**src/rtl/comparator_pkg.sv**
```systemverilog
// Shared definitions for the registered magnitude comparator.
//   DEFAULT_WIDTH / DEFAULT_CNT_W : default operand and statistics-counter widths
//   cmp_result_t                  : one-hot comparison result, bit order {Sm, Gt, Eq}
//   CMP_EQ / CMP_GT / CMP_SM      : the three legal result codes
package comparator_pkg;

  localparam int unsigned DEFAULT_WIDTH = 4;
  localparam int unsigned DEFAULT_CNT_W = 8;

  typedef logic [2:0] cmp_result_t;

  localparam cmp_result_t CMP_EQ = 3'b001;
  localparam cmp_result_t CMP_GT = 3'b010;
  localparam cmp_result_t CMP_SM = 3'b100;

endpackage

```
**src/rtl/comparator_core.sv**
```systemverilog
// Purely combinational unsigned magnitude comparator.
// Ports:
//   i_a, i_b  : WIDTH-bit unsigned operands
//   o_result  : one-hot cmp_result_t (CMP_EQ, CMP_GT or CMP_SM)
module comparator_core
  import comparator_pkg::*;
#(
  parameter int unsigned WIDTH = DEFAULT_WIDTH
) (
  input  logic [WIDTH-1:0] i_a,
  input  logic [WIDTH-1:0] i_b,
  output cmp_result_t      o_result
);

  always_comb begin
    o_result = CMP_EQ;
    if (i_a > i_b) begin
      o_result = CMP_GT;
    end else if (i_a < i_b) begin
      o_result = CMP_SM;
    end
  end

endmodule

```
**src/rtl/comparator_4bit_bh.sv**
```systemverilog
// Registered magnitude comparator: one-hot Eq/Gt/Sm flags and out_valid appear one clock after
// a sample accepted with in_valid. Flags hold between samples; rst (synchronous, active-high)
// clears everything and takes priority over in_valid.
// Ports:
//   clk, rst                 : clock, synchronous active-high reset
//   in_valid, A, B           : sample qualifier and unsigned operands
//   Eq, Gt, Sm, out_valid    : registered result flags and one-cycle result strobe
//   eq_cnt, gt_cnt, sm_cnt   : saturating outcome counters (only with CMP_STATS_EN defined)
// Optional feature macro: CMP_STATS_EN.
module comparator_4bit_bh
  import comparator_pkg::*;
#(
  parameter int unsigned WIDTH = DEFAULT_WIDTH,
  parameter int unsigned CNT_W = DEFAULT_CNT_W
) (
  input  logic             clk,
  input  logic             rst,
  input  logic             in_valid,
  input  logic [WIDTH-1:0] A,
  input  logic [WIDTH-1:0] B,
  output logic             Eq,
  output logic             Gt,
  output logic             Sm,
  output logic             out_valid
`ifdef CMP_STATS_EN
  ,
  output logic [CNT_W-1:0] eq_cnt,
  output logic [CNT_W-1:0] gt_cnt,
  output logic [CNT_W-1:0] sm_cnt
`endif
);

  if (WIDTH < 1 || WIDTH > 32 || CNT_W < 1) begin : g_bad_param
    $error("comparator_4bit_bh: illegal WIDTH or CNT_W");
  end

  cmp_result_t w_result;
  cmp_result_t r_result;
  logic        r_valid;

  comparator_core #(
    .WIDTH (WIDTH)
  ) u_core (
    .i_a      (A),
    .i_b      (B),
    .o_result (w_result)
  );

  // Result only loads on accepted samples, so X on A/B while idle never reaches the flags.
  always_ff @(posedge clk) begin
    if (rst) begin
      r_result <= '0;
      r_valid  <= 1'b0;
    end else begin
      r_valid <= in_valid;
      if (in_valid) begin
        r_result <= w_result;
      end
    end
  end

  assign Eq        = r_result[0];
  assign Gt        = r_result[1];
  assign Sm        = r_result[2];
  assign out_valid = r_valid;

`ifdef CMP_STATS_EN
  logic [CNT_W-1:0] r_eq_cnt;
  logic [CNT_W-1:0] r_gt_cnt;
  logic [CNT_W-1:0] r_sm_cnt;

  // Saturating counters: stop at all-ones rather than wrapping.
  always_ff @(posedge clk) begin
    if (rst) begin
      r_eq_cnt <= '0;
      r_gt_cnt <= '0;
      r_sm_cnt <= '0;
    end else if (in_valid) begin
      unique case (w_result)
        CMP_EQ: if (r_eq_cnt != '1) r_eq_cnt <= r_eq_cnt + CNT_W'(1);
        CMP_GT: if (r_gt_cnt != '1) r_gt_cnt <= r_gt_cnt + CNT_W'(1);
        CMP_SM: if (r_sm_cnt != '1) r_sm_cnt <= r_sm_cnt + CNT_W'(1);
        default: ;
      endcase
    end
  end

  assign eq_cnt = r_eq_cnt;
  assign gt_cnt = r_gt_cnt;
  assign sm_cnt = r_sm_cnt;
`endif

endmodule

```
**config.mk**
```make
export PLATFORM = sky130hd
export DESIGN_NAME = comparator_4bit_bh
export DESIGN_NICKNAME = d
export VERILOG_FILES = /design/src/rtl/comparator_pkg.sv /design/src/rtl/comparator_core.sv /design/src/rtl/comparator_4bit_bh.sv
export SDC_FILE = /design/constraint.sdc
export NUM_CORES = 1
export LEC_CHECK = 0
export CORE_AREA = 3 3 40 42
export DETAILED_ROUTE_END_ITERATION = 16
export DIE_AREA = 0 0 43 45
export SETUP_SLACK_MARGIN = 0.5
export SLEW_MARGIN = 20
export SYNTH_ARGS = -nofsm -noshare
export SYNTH_HDL_FRONTEND = slang
export SYNTH_HIERARCHICAL = 1
export SYNTH_SLANG_ARGS = --single-unit
```
**constraint.sdc**
```tcl
create_clock -name clk -period 1.37 [get_ports clk]
set_input_delay 0.274 -clock clk [delete_from_list [all_inputs] [get_ports clk]]
set_output_delay 0.274 -clock clk [all_outputs]
set_load 0.01 [all_outputs]
```
# [Yosys cells after proc, flatten, opt, wreduce, memory -nomap -nowiden]
# Cells that the tools add are included.
[word_totals] ff_bits=4 latch_bits=0 mem_bits_rw=0 rom_bits=0 inputBits=11 elab_cells=6 memories=0
[classes] add_sub_neg=0 n_mul=0 div=0 n_lt_le_gt_ge=2 eq_ne=0 shift=0 n_mux=2 bitwise=0 n_reduce_logical=0
[op_table] operator="two-way mux 3 bit" count=2
[op_table] operator="> comparator 4 bit" count=1
[op_table] operator="less-than comparator 4 bit" count=1

# [Logic depth before layout (Yosys ltp)]
# Gate-level depths: netlist of the first run.
[depth] ltp_word=3 ltp_mapped=7 ltp_nobuf=7

# [By module]
# Netlist of the first run, hierarchy kept.
[modules_own_cells] mod="comparator_4bit_bh" n_inst=1 cells_per_inst=11 area_per_inst_um2=127.6
[modules_own_cells] mod="comparator_core" n_inst=1 cells_per_inst=18 area_per_inst_um2=118.9

# [Worst setup path after synthesis of the first run]
# OpenSTA, ideal clock, no wires.
[synth_path] path_kind="input to register" start="input port B[3]" end="register r_result[2]" setup_time_ns=0.114 t_arrival_ns=1.094 required_time_ns=1.256 path_slack_ns=0.161 cell_stages=7 n_path_buf=0 path_cell_list="inv_1 -> ha_1 -> nand2_1 -> a21o_1 -> and2_1 -> mux2i_1 -> nor2_1"
[synth_between] elab_chain_len=3 elab_cells_between_ends=4 classes_between="2 x order compare; 2 x mux"
[synth_rtl] item="start: declaration" line_no="comparator_4bit_bh.sv:20" text="input logic [WIDTH-1:0] B,"
[synth_rtl] item="less-than comparator 4 bit" line_no="comparator_core.sv:19" text="end else if (i_a < i_b) begin"
[synth_rtl] item="two-way mux 3 bit" line_no="comparator_core.sv:19"
[synth_rtl] item="two-way mux 3 bit *" line_no="comparator_core.sv:17" text="if (i_a > i_b) begin"
[synth_rtl] item="named net w_result[2]" line_no="comparator_4bit_bh.sv:37" text="cmp_result_t w_result;"
[synth_rtl] item="end signal: assignment" line_no="comparator_4bit_bh.sv:57" text="r_result <= w_result;"
[synth_rtl] item="end: declaration" line_no="comparator_4bit_bh.sv:38" text="cmp_result_t r_result;"
# Mark *: on every way through the listed nets, which the timed path passes. The rest lies on a longest branch.
# A chain may end at the register's enable or synchronous reset.

# [Worst setup path in the final report of the first run]
# Same ends and word-level chain as after synthesis.

==> metrics.md, run 1 <==
| Metric | Value |
|---|---|
| Status | finished, final reports clean |
| Syn_area_per_cell | 8.50 um^2 |
| Die height | 45 um |
| WL/cell | 8.80 um |
| Sequential element share of the synthesized area | 32.5% |
| Clock Latency Late Sink | ~230 ps |
| CTS H-tree depth | 1 |
| Fillers | between 100 and 150 |
| Largest net degree at the start of global routing | 5 |
| Crit end category | flop |
| Setup violators final | 0 |
| Ant. Diodes | 0 |
| GRT Util Overall | 6.83% |
| Fin cells | a little over 60 |
| First-pass GRT wire length | 945 um |
| RSZ-0062 raised after global routing | yes |
| Drc violations | 0 |
| Slew Viols, Final | 0 |
| GR Overflow Total | 0 |
| Most common cell after layout, fill and taps aside | buf_6 |
| Seq cells post-synth | 4 |
| Initial antenna violation count | 0 |
| Gpl congestion | 0.606 |
| Slew @ Worst Pin | 238 ps |
| Fin crit period | approximately 1100 ps |
| Clk buf depth | 2 |
| Total wire length | 537 um |
| Share of layout cells above drive strength 1 | between 60% and 70% |
| Initial Utilization | a little under a fifth |
| YS warnings | 6 |
| Critical Path Source Type | primary input |
| DR iter-0 viols | 0 |
| Worst-path clk slew | 40 ps |
| Nets | 63 |
| Relative slew slack | 84.0% |
| Final hold vios | 0 |
| Port bufs | 14 |
| Vias in the first global route | 274 |
| Maximum vdd ir drop | 0.000401 V |
| Fmax | 0.936 GHz |
| Drt first pass iters | 1 |
| Core region area | 1280 um^2 |
| Mapped Cells | 29 |
| Crit Path Category | primary input to flop |
| Clock Skew | 0 ps |
| Placed Cells | 58 |
| TritonCTS Buffers | 3 |
| P per Cell Area | slightly below 800 nW/um^2 |
| Final critical-path share of the clock period | 78.0% |
| Post-Syn Nets | 44 |
| Post-route cell area | 508 um^2 |
| Via/cell ratio | between 4 and 5 |
| Required @ worst endpoint | between 1000 and 1500 ps |
| # Post-CTS Setup Buffers | 0 |
| Num ports | 15 |
| Max capacitance violation total | 0 |
| Worst hold path class | flop to flop |
| Via count | 250 |
| ANT nets after route | 0 |
| Most frequent cells in the layout | 7 x buf_6, 4 x nor2_1, 4 x buf_2 |
| Num rows | 13 |
| Die footprint | 1940 um^2 |
| Die Span X | 43 um |
| Clock Sinks | 4 |
| Placement Cell Area | about 480 um^2 |
| Mapped Area | between 200 and 250 um^2 |
| Area growth syn-to-layout | 106% |
| Root Buffer | clkbuf_4 |
| CTS tree | done |
| WP data arrival | 1190 ps |
| Maximum fanout along the worst path | 3 |
| Synth cell types | 12 |
| Static Leak | between 0.2 and 0.25 nW |
-- layer usage --
| metal | wire length, um | vias up | GRT usage, % |
|---|---|---|---|
| met5 | 0 | - | 0 |
| met4 | 0 | 0 | 7.23 |
| met3 | 37 | 0 | 1.59 |
| met2 | 280 | 7 | 10.8 |
| met1 | 219 | 114 | 7.23 |
| li1 | - | 129 | - |
-- state kept, by name (all words and copies together), names as in the netlist --
signal and count:
out_valid 1, r_result 3
-- cell families (layout without fill, tap and decap cells) --
| family | Yosys count | after routing | synth area share, % |
|---|---|---|---|
| compound gates | 4 | 4 | 10.7 |
| mux | 3 | 3 | 12.2 |
| fa+ha+maj | 4 | 4 | 20.3 |
| flops | 4 | 4 | 32.5 |
| simple gates | 9 | 9 | 16.8 |
| buf+inv | 5 | 22 | 7.62 |
-- final cells by class --
cell class / instances / area, um^2 / share of cell area, %
repair buffers: 14 / 134 / 26.4
flip-flops and latches: 4 / 83.8 / 16.5
well taps: 15 / 18.8 / 3.69
inverters: 5 / 38.8 / 7.64
multi-input cells: 20 / 210 / 41.4
clock buffers: 3 / 22.5 / 4.43
-- through the flow --
stage	setup TNS, ps	worst slack [ps]	utilization [%]	hold slack, ps	total power, mW
6_report	0	302	39.5	493	0.400
5_1_grt	0	272	39.5	540	0.431
4_1_cts	0	312	37.0	497	0.399
3_5_place_dp	-1350	-492	37.0	488	0.252
3_3_place_gp	-1290	-469	37.0	479	0.251
2_1_floorplan	0	210	-	341	0.191
-- synthesized netlist by cell type --
library cell / instances / share of area, %
ha_1: 4 / 20
nand2b_1: 1 / 2.5
inv_1: 5 / 7.6
a21oi_1: 2 / 4.1
dfxtp_1: 4 / 32
and2_1: 1 / 2.5
mux2i_1: 3 / 12
a311oi_1: 1 / 3.6
nand2_1: 2 / 3.0
a21o_1: 1 / 3.0
nor2_1: 4 / 6.1
nor2b_1: 1 / 2.5
-- report_power, final --
part	internal, mW	switching (mW)
Combinational	0.0753	0.0521
Sequential	0.125	0.00386
Clock	0.0978	0.0455
-- worst max-delay path, stage by stage --
cell and delay, ps:
buf_6 80, inv_6 30, ha_4 270, nand2_4 50, a21o_1 160, and2_1 140
mux2i_1 130, nor2_1 60
-- what timing repair did --
action | 4_1_cts | 5_1_grt
hold buffers | 0 | 0
pin swaps | 6 | 5
endpoints found under the setup margin | 7 | 7
gates resized for setup | 56 | 7
-- path summary, 6_finish.rpt --
path,from,cells past startpoint,end,slack [ps]
max,B[3],8,r_result[2],300
min,r_result[1],2,r_result[1],490
max reg2reg,r_result[0],2,r_result[0],760
min reg2reg,r_result[1],2,r_result[1],490
No activity file was read; power rests on OpenSTA's default activity.
==> run 2: changes to the inputs <==
Clock period 1.37 ns to 1.05 ns, I/O delays scaled along.
==> metrics.md, run 2 (synthesized netlist as in run 1, its figures left out) <==
| Metric | Value |
|---|---|
| Placement Cell Area | 478 um^2 |
| Initial Utilization | between 10% and 20% |
| Final Util | about two fifths |
| Required @ worst endpoint | ~1200 ps |
| Slew @ Worst Pin | 213 ps |
| Fin crit period | roughly 1000 ps |
| CTS tree | done |
| ANT nets after route | 0 |
| Worst hold path class | primary input to flop |
| Post-route cell area | 518 um^2 |
| Maximum vdd ir drop | 0.000474 V |
| Clock Latency Late Sink | roughly 230 ps |
| Final critical-path share of the clock period | about 97% |
| GR Overflow Total | 0 |
| Num rows | 13 |
| Hold path cells | 2 |
| Share of layout cells above drive strength 1 | 63.8% |
| Most frequent cells in the layout | 7 x buf_6, 4 x nor2_1, 4 x buf_2 |
| Status | finished, final reports clean |
| Design Power | roughly 530 uW |
| Clock Skew | 0 ps |
| CTS H-tree depth | 1 |
| RSZ-0062 raised after global routing | yes |
| P per Cell Area | 1020 nW/um^2 |
| Crit Path Category | primary input to flop |
| Setup violators final | 0 |
| Via/cell ratio | ~4.3 |
| Relative slew slack | 85.8% |
| Worst Reg-to-Reg Cells | 2 |
| Crit end category | flop |
| Via count | between 200 and 300 |
| Clk buf depth | 2 |
| Largest net degree at the start of global routing | 5 |
| Most common cell after layout, fill and taps aside | buf_6 |
| Critical path buffers and inverters | 2 |
| Max capacitance violation total | 0 |
| Max FFs per register | 3 |
| Core region area | 1280 um^2 |
| Slew Viols, Final | 0 |
| Root Buffer | clkbuf_4 |
| Vias in the first global route | 289 |
| WL/cell | 10.5 um |
| Clock Sinks | 4 |
| Cts hold-fix bufs | 0 |
| Total wire length | 652 um |
| FF/Latch Area | 82.6 um^2 |
| Min Hold Slack | 334 ps |
| Cell family with most CP delay | adder cells |
| Fillers | 141 |
| TritonCTS Buffers | 3 |
| Initial antenna violation count | 0 |
| Maximum fanout along the worst path | 3 |
| HPWL Detailed | 497 um |
| Net Sw Frac | about a quarter |
| Die footprint | 1940 um^2 |
| Num ports | 15 |
| Gpl congestion | 0.610 |
| Psw | 140 uW |
| Clock share of power | 35.5% |
| CP Cell Sequence | buf_6, inv_6, ha_4, nand2_4, a21o_1, and2_1, mux2i_1, nor2_1 |
| DR iter-0 viols | 1 |
| First-pass GRT wire length | between 1000 and 1500 um |
| Largest Register | r_result |
| DP Worst Slack | -753 ps |
| CP Depth | 8 |
| Fmax | 0.979 GHz |
| Worst-path clk slew | 40 ps |
| Nets | 64 |
| Internal power | 391 uW |
| Static Leak | 0.237 nW |
| Drc violations | 0 |
| Ant. Diodes | 0 |
| Drt first pass iters | 2 |
| GRT Util Overall | 7.92% |
| Combinational share of power | 32.9% |
| WP data arrival | roughly 1100 ps |
| Register share of total power | 31.6% |
| Port bufs | 14 |
| CP max-delay cell | ha_4 |
| Final setup slack of the worst path | around 29 ps |
| Final hold vios | 0 |
| Area growth syn-to-layout | 110% |
| Critical Path Source Type | primary input |
| Die height | around 45 um |
| Die Span X | 43 um |
| Slowest cell delay on critical path | between 200 and 300 ps |
| Area of the multi-input gates | between 200 and 250 um^2 |
==> run 2: cell count changes in the layout (fill, tap and decap cells not counted), sizes merged <==
cell and delta:
dlygate4sd2 +2, clkdlybuf4s50 -2, buf +1
==> run 2: stage by stage <==
stage                     setup TNS [ps]  std cells
final                                  0         62
after global routing               -46.7         62
after CTS                              0         62
after detailed placement           -2140         58
after global placement             -2090         58
after floorplan                    -45.7         29
==> run 2: timing repair <==
item / CTS / global route
cloned: 0 / 0
gates resized for setup: 59 / 4
pin swaps: 8 / 8
endpoints found under the setup margin: 8 / 7
endpoints found under the hold margin: 0 / 0
setup buffers: 1 / 0
==> run 2: final cells by class <==
cell class              instances  share of cell area, %
multi-input cells              20                   41.8
repair buffers                 15                   26.8
flip-flops and latches          4                   15.9
inverters                       5                   7.49
clock buffers                   3                   4.35
well taps                      15                   3.62
==> run 2: worst paths after layout <==
| check | start | endpoint | slack [ps] |
|---|---|---|---|
| setup / recovery | B[3] | r_result[2] | 30 |
| hold / removal | rst | r_result[1] | 330 |
| setup reg to reg | r_result[0] | r_result[0] | 440 |
| hold reg to reg | r_result[0] | r_result[0] | 510 |
==> run 2: power by group through the flow <==
stage / clock [mW] / combinational [mW] / sequential (mW)
final: 0.188 / 0.175 / 0.168
after CTS: 0.197 / 0.166 / 0.168
after detailed placement: 0 / 0.162 / 0.170
after global placement: 0 / 0.158 / 0.170
after global routing: 0.213 / 0.192 / 0.169
after floorplan: 0 / 0.0753 / 0.174
==> run 2: layer usage <==
metal | vias up | GRT usage, % | share of wire, %
met5 | - | 0 | 0
met4 | 0 | 5.42 | 0
met3 | 0 | 3.19 | 8.7
met2 | 9 | 14.1 | 58
met1 | 123 | 7.49 | 34
li1 | 132 | - | -
==> run 3: changes to the inputs <==
Settings changed: CORE_AREA 3 3 40 42 to 2 2 39 41, DIE_AREA 0 0 43 45 to 0 0 41 43.
==> metrics.md, run 3 (synthesized netlist as in run 1, its figures left out) <==
| Metric | Value |
|---|---|
| Status | finished, final reports clean |
| Setup slack, reg-to-reg | approximately 440 ps |
| Clock Latency Late Sink | 230 ps |
| Root Buffer | clkbuf_4 |
| Crit end category | flop |
| Combinational share of power | 32.9% |
| Core region area | 1380 um^2 |
| Slew @ Worst Pin | 202 ps |
| Worst hold path class | primary input to flop |
| Placement Cell Area | 479 um^2 |
| Final hold vios | 0 |
| Fin crit period | 1000 ps |
| Maximum vdd ir drop | 0.000457 V |
| Total wire length | 546 um |
| Num ports | 15 |
| Fin cells | 63 |
| Fillers | 145 |
| Internal power | 391 uW |
| Net Sw Frac | between 20% and 30% |
| Setup violators final | 0 |
| DR iter-0 viols | 0 |
| First-pass GRT wire length | 855 um |
| Placed Cells | 59 |
| Port bufs | 14 |
| Psw | 132 uW |
| Max capacitance violation total | 0 |
| Register share of total power | 32.1% |
| ANT nets after route | 0 |
| Clock share of power | a little over a third |
| GRT Util Overall | under 10% |
| Via count | 252 |
| Required @ worst endpoint | between 1000 and 1500 ps |
| Drt first pass iters | 1 |
| WP data arrival | 1120 ps |
| CTS tree | done |
| Clk buf depth | 2 |
| GR Overflow Total | 0 |
| Most common cell after layout, fill and taps aside | buf_6 |
| Die Span X | 41 um |
| RSZ-0062 raised after global routing | yes |
| Final critical-path share of the clock period | 95.3% |
| Largest net degree at the start of global routing | 5 |
| Clock Skew | 0 ps |
| Nets | between 60 and 70 |
| Gpl congestion | a little over 0.6 |
| Largest Register | r_result |
| Die height | 43 um |
| Ant. Diodes | 0 |
| Share of layout cells above drive strength 1 | about 64% |
| Relative slew slack | 86.6% |
| WL/cell | 8.67 um |
| Cts hold-fix bufs | 0 |
| TritonCTS Buffers | 3 |
| Clock Sinks | 4 |
| Max FFs per register | 3 |
| Static Leak | 0.237 nW |
| Post-route cell area | 513 um^2 |
| Critical Path Source Type | primary input |
| Die footprint | about 1800 um^2 |
| Num rows | 14 |
| Most frequent cells in the layout | 6 x buf_6, 5 x buf_2, 4 x nor2_1 |
| Area growth syn-to-layout | 108% |
| Initial Utilization | approximately 18% |
| Initial antenna violation count | 0 |
| Vias in the first global route | 251 |
| Via/cell ratio | 4.00 |
| Drc violations | 0 |
| Worst-path clk slew | 40 ps |
| Slew Viols, Final | 0 |
| CTS H-tree depth | 1 |
| Min Hold Slack | 333 ps |
| Maximum fanout along the worst path | 3 |
| P per Cell Area | just over 1000 nW/um^2 |
| Crit Path Category | primary input to flop |
| Fmax | around 1.0 GHz |
[run 3: changes by cell type in the layout (fill, tap and decap cells not counted)]
cell,before,now
and2_4,0,1
a21oi_1,0,1
buf_6,7,6
dlygate4sd2_1,2,1
buf_2,4,5
and2_1,1,0
clkdlybuf4s15_1,0,1
a21oi_2,2,1
[run 3: path summary, 6_finish.rpt]
check / start / depth (start not counted) / endpoint
worst max-delay path: A[2] / 7 / r_result[2]
worst min register to register: r_result[0] / 2 / r_result[0]
worst min-delay path: rst / 2 / r_result[2]
worst max register to register: r_result[1] / 2 / r_result[1]
[run 3: layer usage]
metal,share of wire [%],track usage [%]
met1,32,5.77
met2,61,14.1
met4,0,6.00
met5,0,0
met3,7.7,1.57
[run 3: worst max-delay path, cell delays in order]
cell and delay, ps:
buf_2 110, ha_4 260, nand2_4 50, a21o_1 160, and2_4 150, mux2i_1 120
nor2_1 60
[run 3: cell type report]
cell class                 count  area, um^2  area share, %
clock buffer                   3        22.5           4.39
inverter                       5        38.8           7.56
multi-input combinational     20         215           42.0
sequential                     4        82.6           16.1
tap                           16        20.0           3.90
timing repair buffer          15         134           26.1
[run 3: power by group through the flow]
stage | registers, mW | clock network [mW] | logic [mW]
after floorplan | 0.174 | 0 | 0.0753
after global placement | 0.169 | 0 | 0.158
after detailed placement | 0.170 | 0 | 0.163
after CTS | 0.168 | 0.194 | 0.149
after global routing | 0.169 | 0.198 | 0.190
final | 0.168 | 0.183 | 0.172
[run 3: per-stage QoR]
| stage | util [%] | setup WS, ps | TNS (ps) | power, mW |
|---|---|---|---|---|
| after floorplan | - | -45.7 | -45.7 | 0.250 |
| after detailed placement | 34.6 | -745 | -2100 | 0.333 |
| final | 37.1 | 48.9 | 0 | 0.523 |
| after global placement | 34.6 | -743 | -2070 | 0.327 |
| after global routing | 37.1 | -8.15 | -8.15 | 0.557 |
| after CTS | 34.1 | 28.6 | 0 | 0.510 |
[run 3: repair_timing]
action | CTS | global route
resized for setup | 54 | 9
pin swaps | 6 | 4
setup buffers | 1 | 0
setup endpoints to repair | 8 | 8
